## src/rtl/switch_toggle_bank.sv

```systemverilog
// switch_toggle_bank: a bank of independent push-switch channels. Each channel
// synchronises, debounces and classifies its switch and drives a toggling LED.
module switch_toggle_bank #(
  parameter int NUM_CH          = 4,
  parameter int DEBOUNCE_CYCLES = 250000,
  parameter int HOLD_CYCLES     = 25000000,
  parameter int EDGE_MODE       = 0
) (
  input  logic              i_Clk,
  input  logic              i_Rst_L,
  input  logic [NUM_CH-1:0] i_Switch,
  input  logic              i_Clear,
  output logic [NUM_CH-1:0] o_LED,
  output logic [NUM_CH-1:0] o_Debounced,
  output logic [NUM_CH-1:0] o_Toggle,
  output logic [NUM_CH-1:0] o_Hold
);

  localparam int DB_W   = (DEBOUNCE_CYCLES > 1) ? $clog2(DEBOUNCE_CYCLES) : 1;
  localparam int HOLD_W = (HOLD_CYCLES > 1) ? $clog2(HOLD_CYCLES) : 1;
  localparam logic [DB_W-1:0]   DB_LAST   = DB_W'(DEBOUNCE_CYCLES - 1);
  localparam logic [HOLD_W-1:0] HOLD_LAST = HOLD_W'((HOLD_CYCLES > 0) ? HOLD_CYCLES - 1 : 0);

  typedef enum logic [1:0] {
    RELEASED,
    PRESSED,
    HELD
  } state_t;

  logic [NUM_CH-1:0] sync1_q;
  logic [NUM_CH-1:0] sync2_q;

  always_ff @(posedge i_Clk or negedge i_Rst_L) begin
    if (!i_Rst_L) begin
      sync1_q <= '0;
      sync2_q <= '0;
    end else begin
      sync1_q <= i_Switch;
      sync2_q <= sync1_q;
    end
  end

  for (genvar n = 0; n < NUM_CH; n++) begin : g_ch
    logic              db_q, db_d;
    logic [DB_W-1:0]   db_cnt_q, db_cnt_d;
    state_t            state_q, state_d;
    logic [HOLD_W-1:0] hold_cnt_q, hold_cnt_d;
    logic              led_q, led_d;
    logic              tog_q, tog_d;
    logic              hold_q, hold_d;

    // A differing level must persist for a full run; any revert restarts it.
    always_comb begin
      db_d     = db_q;
      db_cnt_d = '0;
      if (sync2_q[n] != db_q) begin
        if (db_cnt_q == DB_LAST) begin
          db_d = sync2_q[n];
        end else begin
          db_cnt_d = db_cnt_q + 1'b1;
        end
      end
    end

    always_comb begin
      state_d = state_q;
      unique case (state_q)
        RELEASED: if (db_q) state_d = PRESSED;
        PRESSED: begin
          if (!db_q) begin
            state_d = RELEASED;
          end else if ((HOLD_CYCLES != 0) && (hold_cnt_q == HOLD_LAST)) begin
            state_d = HELD;
          end
        end
        HELD:     if (!db_q) state_d = RELEASED;
        default:  state_d = RELEASED;
      endcase
    end

    always_comb begin
      hold_cnt_d = '0;
      if ((HOLD_CYCLES != 0) && (state_q == PRESSED) && (state_d == PRESSED)) begin
        hold_cnt_d = hold_cnt_q + 1'b1;
      end
    end

    // Clear and hold entry both force the LED low; the pulses are unaffected.
    always_comb begin
      if (EDGE_MODE == 0) begin
        tog_d = (state_q == PRESSED) && (state_d == RELEASED);
      end else begin
        tog_d = (state_q == RELEASED) && (state_d == PRESSED);
      end
      hold_d = (state_q == PRESSED) && (state_d == HELD);
      led_d  = led_q;
      if (i_Clear || hold_d) begin
        led_d = 1'b0;
      end else if (tog_d) begin
        led_d = ~led_q;
      end
    end

    always_ff @(posedge i_Clk or negedge i_Rst_L) begin
      if (!i_Rst_L) begin
        db_q       <= 1'b0;
        db_cnt_q   <= '0;
        state_q    <= RELEASED;
        hold_cnt_q <= '0;
        led_q      <= 1'b0;
        tog_q      <= 1'b0;
        hold_q     <= 1'b0;
      end else begin
        db_q       <= db_d;
        db_cnt_q   <= db_cnt_d;
        state_q    <= state_d;
        hold_cnt_q <= hold_cnt_d;
        led_q      <= led_d;
        tog_q      <= tog_d;
        hold_q     <= hold_d;
      end
    end

    assign o_LED[n]       = led_q;
    assign o_Debounced[n] = db_q;
    assign o_Toggle[n]    = tog_q;
    assign o_Hold[n]      = hold_q;
  end

endmodule

```

## config.mk

```make
export PLATFORM = sky130hd
export DESIGN_NAME = switch_toggle_bank
export DESIGN_NICKNAME = d
export VERILOG_FILES = /design/src/rtl/switch_toggle_bank.sv
export SDC_FILE = /design/constraint.sdc
export NUM_CORES = 1
export LEC_CHECK = 0
export ABC_CLOCK_PERIOD_IN_PS = 2100
export CORE_UTILIZATION = 55
export DETAILED_ROUTE_END_ITERATION = 7
export GPL_ROUTABILITY_DRIVEN = 1
export HOLD_SLACK_MARGIN = 0.03
export PLACE_DENSITY = 0.83
export SYNTH_ARGS = -nofsm -noshare
export SYNTH_HDL_FRONTEND = slang
export SYNTH_SLANG_ARGS = --single-unit
```

## constraint.sdc

```tcl
create_clock -name i_Clk -period 2.1 [get_ports i_Clk]
set_input_delay 0.315 -clock i_Clk [delete_from_list [all_inputs] [get_ports i_Clk]]
set_output_delay 0.315 -clock i_Clk [all_outputs]
set_load 0.005 [all_outputs]
```

==> flow_metrics.tcl, run 1 <==
set metrics [dict create \
    clk_latency_ns 0.51 \
    total_leakage_power_nw 4.49 \
    hold_violations 0 \
    ir_worst_vdd_mv 0.521 \
    synth_seq_cells 204 \
    initial_utilization 0.562 \
    avgSynthCellArea_um2 9.92 \
    hold_path_class "in -> reg" \
    grt_max_degree 52 \
    rows 49 \
    cp_num_buf_inv 1 \
    worstMarginPinSlew_ns 0.494 \
    antenna_found_initial 0 \
    endpoint_kind "register" \
    drt-initial-drc-count 465 \
    place.gp.congestion 0.846 \
    synth.distinct_cells 46 \
    powerDensity_mw_per_mm2 705 \
    async_flop_share 1.00 \
    synthTopCellsByArea "dfrtp_1, xnor2_1, nor2_1" \
    area_delta_synth_final_pct 16.2 \
    crit_family "simple AND/OR/NAND/NOR gates" \
    core-area_mm2 0.0180 \
    hpwl_um 13700 \
    ios 23 \
    synth_edf_count 0 \
    fill_cells 1408 \
    synth_top_area_share 0.506 \
    synth_area_mm2 0.0101 \
    failed_checks "negative setup slack" \
    start_kind "register" \
    die_w_um 137 \
    post_drt_wl_per_cell_um 15.6 \
    clockRootBuffer "clkbuf_16" \
    min_period_ns 2.10 \
    synth_fp_nets 1033 \
    crit_type "reg -> reg" \
    status "finished with violations" \
    finalSetupViolations 1 \
    fin_worst_skew_ns 0.00833 \
    drc 0 \
    cts_sinks 204 \
    synth_top_flop_cell "dfrtp_1" \
    clk_path_buf_depth 3 \
    worst_ep_required_time_ns 2.49 \
    htreeDepth 1 \
    ys_warn_count 0 \
    period_share 1.00 \
    synth.top_cells.by_count "dfrtp_1, nor2_1, xnor2_1, nor3_1, nand3_1" \
    whs_ns 0.248 \
    yosys.cell_count.top_type "dfrtp_1" \
    globalRouteTotalUtil 0.231 \
    die_area_mm2 0.0189 \
    antennaDiodeCount 0 \
    nNetsFinal 1097 \
    fmax_mhz 476 \
    slew_violations 0 \
    maxCapViolations 0 \
    drtAntennaViolNets 0 \
    path_max_fanout 10 \
    post_cts_buffers 0 \
    slew_headroom 0.667 \
    die_y_um 137 \
    path_clk_slew_ns 0.06 \
    syn_inst 1018 \
    drive_above_1_share 0.117 \
    crit_slowest_cell "or4_4" \
    rsz0062_at_grt "yes" \
    via_count 7884 \
    viasPerCell 5.94 \
    synth_top_area_cell "dfrtp_1" \
    reg2reg_slack_ns -0.002 \
    crit_path_cell_trace "or4b_1, or4_4, o31ai_4, buf_4, nor2_1" \
    crit_arrival_ns 2.49 \
    fin_ws_ns -0.00210 \
    slowest_delay_ns 0.57 \
    grt_pass1_vias 7633 \
    grt_pass1_wl_um 35400 \
    fin_total_pwr_w 0.00827 \
    yosysSeqAreaShare 0.506 \
    first_pass_iters 5 \
    seq_area_mm2 0.00510 \
    portBuffers 22 \
    cts_buffers 22 \
    overflow 0 \
    wirelength_um 20700 \
    cts_tree "done" \
    multi_input_area_mm2 0.00468 \
]
==> routing by layer <==
metal,GRT usage,wire length (µm)
met4,0.0702,421
met2,0.390,10300
met3,0.0331,637
met5,0,0
met1,0.308,9380
==> cell families (layout without fill, tap and decap cells) <==
group                      after synthesis  count (layout)  synth area share
DFF                                    204             204             0.506
buffers and inverters                   76             156            0.0364
AOI/OAI and AO/OA                      124             124            0.0799
adders and majority gates                8               8           0.00992
xor gates and xnor gates               108             108            0.0937
and+or+nand+nor                        490             490             0.266
muxes                                    8               8           0.00843
==> power breakdown <==
group          leakage [nW]  switching [W]  internal (W)
registers              2.82      0.0000226       0.00396
clock network         0.376        0.00159       0.00252
logic                  1.29       0.000124     0.0000545
total                  4.49        0.00174       0.00653
==> layout make-up <==
type / count / area share
Sequential cell: 204 / 0.435
Clock buffer: 31 / 0.0551
Inverter: 29 / 0.00928
Multi-Input combinational cell: 738 / 0.399
Clock inverter: 9 / 0.0113
Tap cell: 229 / 0.0244
Timing Repair Buffer: 87 / 0.0655
==> metrics by stage <==
step	instance area, µm²	setup WS [ns]	cells	setup TNS [ns]	util
after global routing	11700	-0.0606	1327	-1.26	0.653
after floorplan	10100	-0.00801	1018	-0.0727	-
after global placement	10900	0.0287	1286	0	0.607
final	11700	-0.00210	1327	-0.00210	0.653
after detailed placement	10900	0.00381	1286	0	0.607
after CTS	11700	0.00604	1327	0	0.651
==> sequential cells by signal (all words and copies together), names as in the netlist <==
| name | flops |
|---|---|
| g_ch.hold_q | 4 |
| sync1_q | 4 |
| g_ch.hold_cnt_q | 100 |
| g_ch.db_q | 4 |
| sync2_q | 4 |
| g_ch.led_q | 4 |
| g_ch.state_q | 8 |
| g_ch.tog_q | 4 |
| g_ch.db_cnt_q | 72 |
==> repair_timing <==
| action | in CTS | in global routing |
|---|---|---|
| hold buffers | 1 | 0 |
| hold endpoints to repair | 46 | 0 |
| pin swaps | 0 | 1 |
| endpoints found under the setup margin | 6 | 73 |
| resized for setup | 2 | 8 |
==> path summary, 6_finish.rpt <==
check,to,from,depth (start not counted)
max,g_ch[3].hold_cnt_q[4],g_ch[3].hold_cnt_q[23],5
min,sync1_q[1],i_Switch[1],1
max reg2reg,g_ch[3].hold_cnt_q[4],g_ch[3].hold_cnt_q[23],5
min reg2reg,sync2_q[0],sync1_q[0],0
max in group asynchronous,g_ch[1].hold_cnt_q[14],i_Rst_L,3
min in group asynchronous,g_ch[2].db_cnt_q[9],i_Rst_L,2
==> worst register-to-register path: stages, from the launching register on <==
cell,delay (ns)
dfrtp_1,0.40
or4b_1,0.52
or4_4,0.57
o31ai_4,0.22
buf_4,0.22
nor2_1,0.07
==> placed cells by master (no fill, tap or decap), drive strengths merged, types with 6 or more instances in the layout <==
cell / n
nor2: 105
and3: 14
and2: 8
or4: 38
nand4: 52
o21ai: 23
o31ai: 33
inv: 30
xnor2: 67
or3: 23
or2: 6
clkbuf: 32
and4: 13
ha: 8
nor4: 34
dfrtp: 204
nor3: 57
buf: 64
xor2: 41
a211oi: 14
nand3: 55
nand2: 48
nor4b: 6
nor2b: 8
clkdlybuf4s50: 21
nand2b: 9
a21oi: 41
Power figures use the tool's default switching activity.
==> run 2: changes to the inputs <==
--- a/config.mk
+++ b/config.mk
@@ -6,7 +6,9 @@
 export NUM_CORES = 1
 export LEC_CHECK = 0
 export ABC_CLOCK_PERIOD_IN_PS = 2100
+export CAP_MARGIN = 0
 export CORE_UTILIZATION = 55
+export CTS_BUF_LIST = sky130_fd_sc_hd__clkbuf_8
 export DETAILED_ROUTE_END_ITERATION = 7
 export GPL_ROUTABILITY_DRIVEN = 1
 export HOLD_SLACK_MARGIN = 0.03
==> run 2 against run 1 <==
- the flow still finishes with violations (negative setup slack)
- core utilization down 0.49 points
- sequential power hardly changed
- count of clock-buffer cells in the layout grew 15
- clock power down 15%
- critical path depth unchanged
- maximum frequency hardly changed
==> flow_metrics.tcl, run 2 (same netlist as run 1, synthesis figures left out) <==
set metrics [dict create \
    status "finished with violations" \
    failed_checks "negative setup slack" \
    clk_latency_ns 0.52 \
    top_register "g_ch.hold_cnt_q" \
    final_core_util 0.648 \
    slew_headroom 0.661 \
    post_cts_buffers 0 \
    grt_max_degree 52 \
    crit_arrival_ns 2.49 \
    viasPerCell 5.92 \
    whs_ns 0.247 \
    ir_worst_vdd_mv 0.570 \
    drive_above_1_share 0.127 \
    final_cell_mix "dfrtp_1, nor2_1, xnor2_1" \
    switching_power_w 0.00170 \
    powerDensity_mw_per_mm2 659 \
    largest_reg_flops 100 \
    die_y_um 137 \
    rsz0062_at_grt "yes" \
    finalSetupViolations 2 \
    initial_utilization 0.562 \
    total_leakage_power_nw 4.52 \
    core-area_mm2 0.0180 \
    slew_violations 0 \
    clockRootBuffer "clkbuf_8" \
    wirelength_um 20500 \
    p_int_w 0.00597 \
    nNetsFinal 1111 \
    seq_area_mm2 0.00510 \
    multi_input_area_mm2 0.00467 \
    grt_pass1_wl_um 35000 \
    reg_top3 "g_ch.hold_cnt_q (100), g_ch.db_cnt_q (72), g_ch.state_q (8)" \
    htreeDepth 2 \
    overflow 0 \
    first_pass_iters 5 \
    hold_path_class "in -> reg" \
    period_share 1.00 \
    ios 23 \
    antenna_found_initial 0 \
    die_area_mm2 0.0189 \
    drc 0 \
    area_delta_synth_final_pct 15.3 \
    via_count 7991 \
    endpoint_kind "register" \
    pre_cts_ws_ns 0.00381 \
    crit_path_cell_trace "or4b_1, or4_4, o31ai_4, buf_4, nor2_1" \
    crit_slowest_cell "or4_4" \
    path_max_fanout 10 \
    antennaDiodeCount 0 \
    globalRouteTotalUtil 0.229 \
    grt_pass1_vias 7671 \
    portBuffers 22 \
    start_kind "register" \
    fill_cells 1418 \
    cts_tree "done" \
    hpwl_um 13700 \
    fin_worst_skew_ns 0.0154 \
    final_cells 1349 \
    combPwrFrac 0.023 \
    post_drt_wl_per_cell_um 15.2 \
    maxCapViolations 0 \
    fmax_mhz 476 \
    die_w_um 137 \
    cts_buffers 36 \
    worstMarginPinSlew_ns 0.503 \
    crit_type "reg -> reg" \
    path_clk_slew_ns 0.06 \
    place.gp.congestion 0.846 \
    fin_ws_ns -0.00146 \
    power_frac_clock 0.458 \
    min_period_ns 2.10 \
    place_inst 1286 \
    reg2reg_slack_ns -0.001 \
    switching_share 0.222 \
    p_seq_frac 0.519 \
    cts_sinks 204 \
    worst_ep_required_time_ns 2.49 \
    drtAntennaViolNets 0 \
    slowest_delay_ns 0.56 \
    hold_violations 0 \
    rows 49 \
    drt-initial-drc-count 420 \
    clk_path_buf_depth 3 \
    layout_commonest_cell "dfrtp_1" \
]
[run 2: cell count changes in the layout (fill, tap and decap cells not counted), moves of 2 or more]
| cell | before | now |
|---|---|---|
| clkbuf_8 | 5 | 47 |
| clkbuf_16 | 23 | 0 |
| inv_1 | 29 | 40 |
| clkbuf_1 | 4 | 0 |
| bufinv_16 | 3 | 0 |
| clkinv_2 | 2 | 5 |
| clkinvlp_4 | 2 | 0 |
[run 2: final cells by class]
type	count	area share
Sequential cell	204	0.439
Timing Repair Buffer	87	0.0660
Clock inverter	16	0.00570
Tap cell	229	0.0246
Inverter	29	0.00935
Clock buffer	46	0.0544
Multi-Input combinational cell	738	0.401
[run 2: power groups by stage]
stage | sequential (W) | clock, W | combinational (W)
detailed placement | 0.00405 | 0 | 0.000183
floorplan | 0.00405 | 0 | 0.0000535
global route | 0.00398 | 0.00382 | 0.000209
global placement | 0.00405 | 0 | 0.000179
finish | 0.00398 | 0.00351 | 0.000178
CTS | 0.00398 | 0.00363 | 0.000185
[run 2: repair_timing]
action	CTS	global route
setup endpoints to repair	5	68
hold buffers	1	0
pin swaps	0	0
cloned	0	0
hold endpoints to repair	46	0
resized for setup	2	6
[run 2: per-layer routing]
layer	share of wire	global-route usage	wire length, µm
met1	0.45	0.306	9240
met2	0.49	0.371	10000
met3	0.042	0.0449	859
met4	0.018	0.0806	371
met5	0	0	0
[run 2: final timing paths]
kind                       depth (start not counted)                   start                     to
max in group asynchronous                          3                 i_Rst_L     g_ch[1].state_q[0]
min reg2reg                                        0              sync1_q[0]             sync2_q[0]
max                                                5  g_ch[3].hold_cnt_q[23]  g_ch[3].hold_cnt_q[3]
min in group asynchronous                          2                 i_Rst_L   g_ch[2].db_cnt_q[11]
max reg2reg                                        5  g_ch[3].hold_cnt_q[23]  g_ch[3].hold_cnt_q[3]
min                                                1             i_Switch[3]             sync1_q[3]
[run 2: metrics by stage]
| stage | total power, W | cell area (µm²) | setup TNS, ns |
|---|---|---|---|
| after floorplan | 0.00410 | 10100 | -0.0727 |
| after global placement | 0.00423 | 10900 | 0 |
| after detailed placement | 0.00423 | 10900 | 0 |
| after CTS | 0.00779 | 11600 | 0 |
| after global routing | 0.00801 | 11600 | -1.61 |
| final | 0.00767 | 11600 | -0.00241 |
[run 2: worst max-delay path, delay by kind of cell (launching register included)]
kind / cells / cell delay (ns)
buffers and inverters: 1 / 0.22
and+or+nand+nor: 3 / 1.15
AOI/OAI and AO/OA: 1 / 0.22
DFF: 1 / 0.40
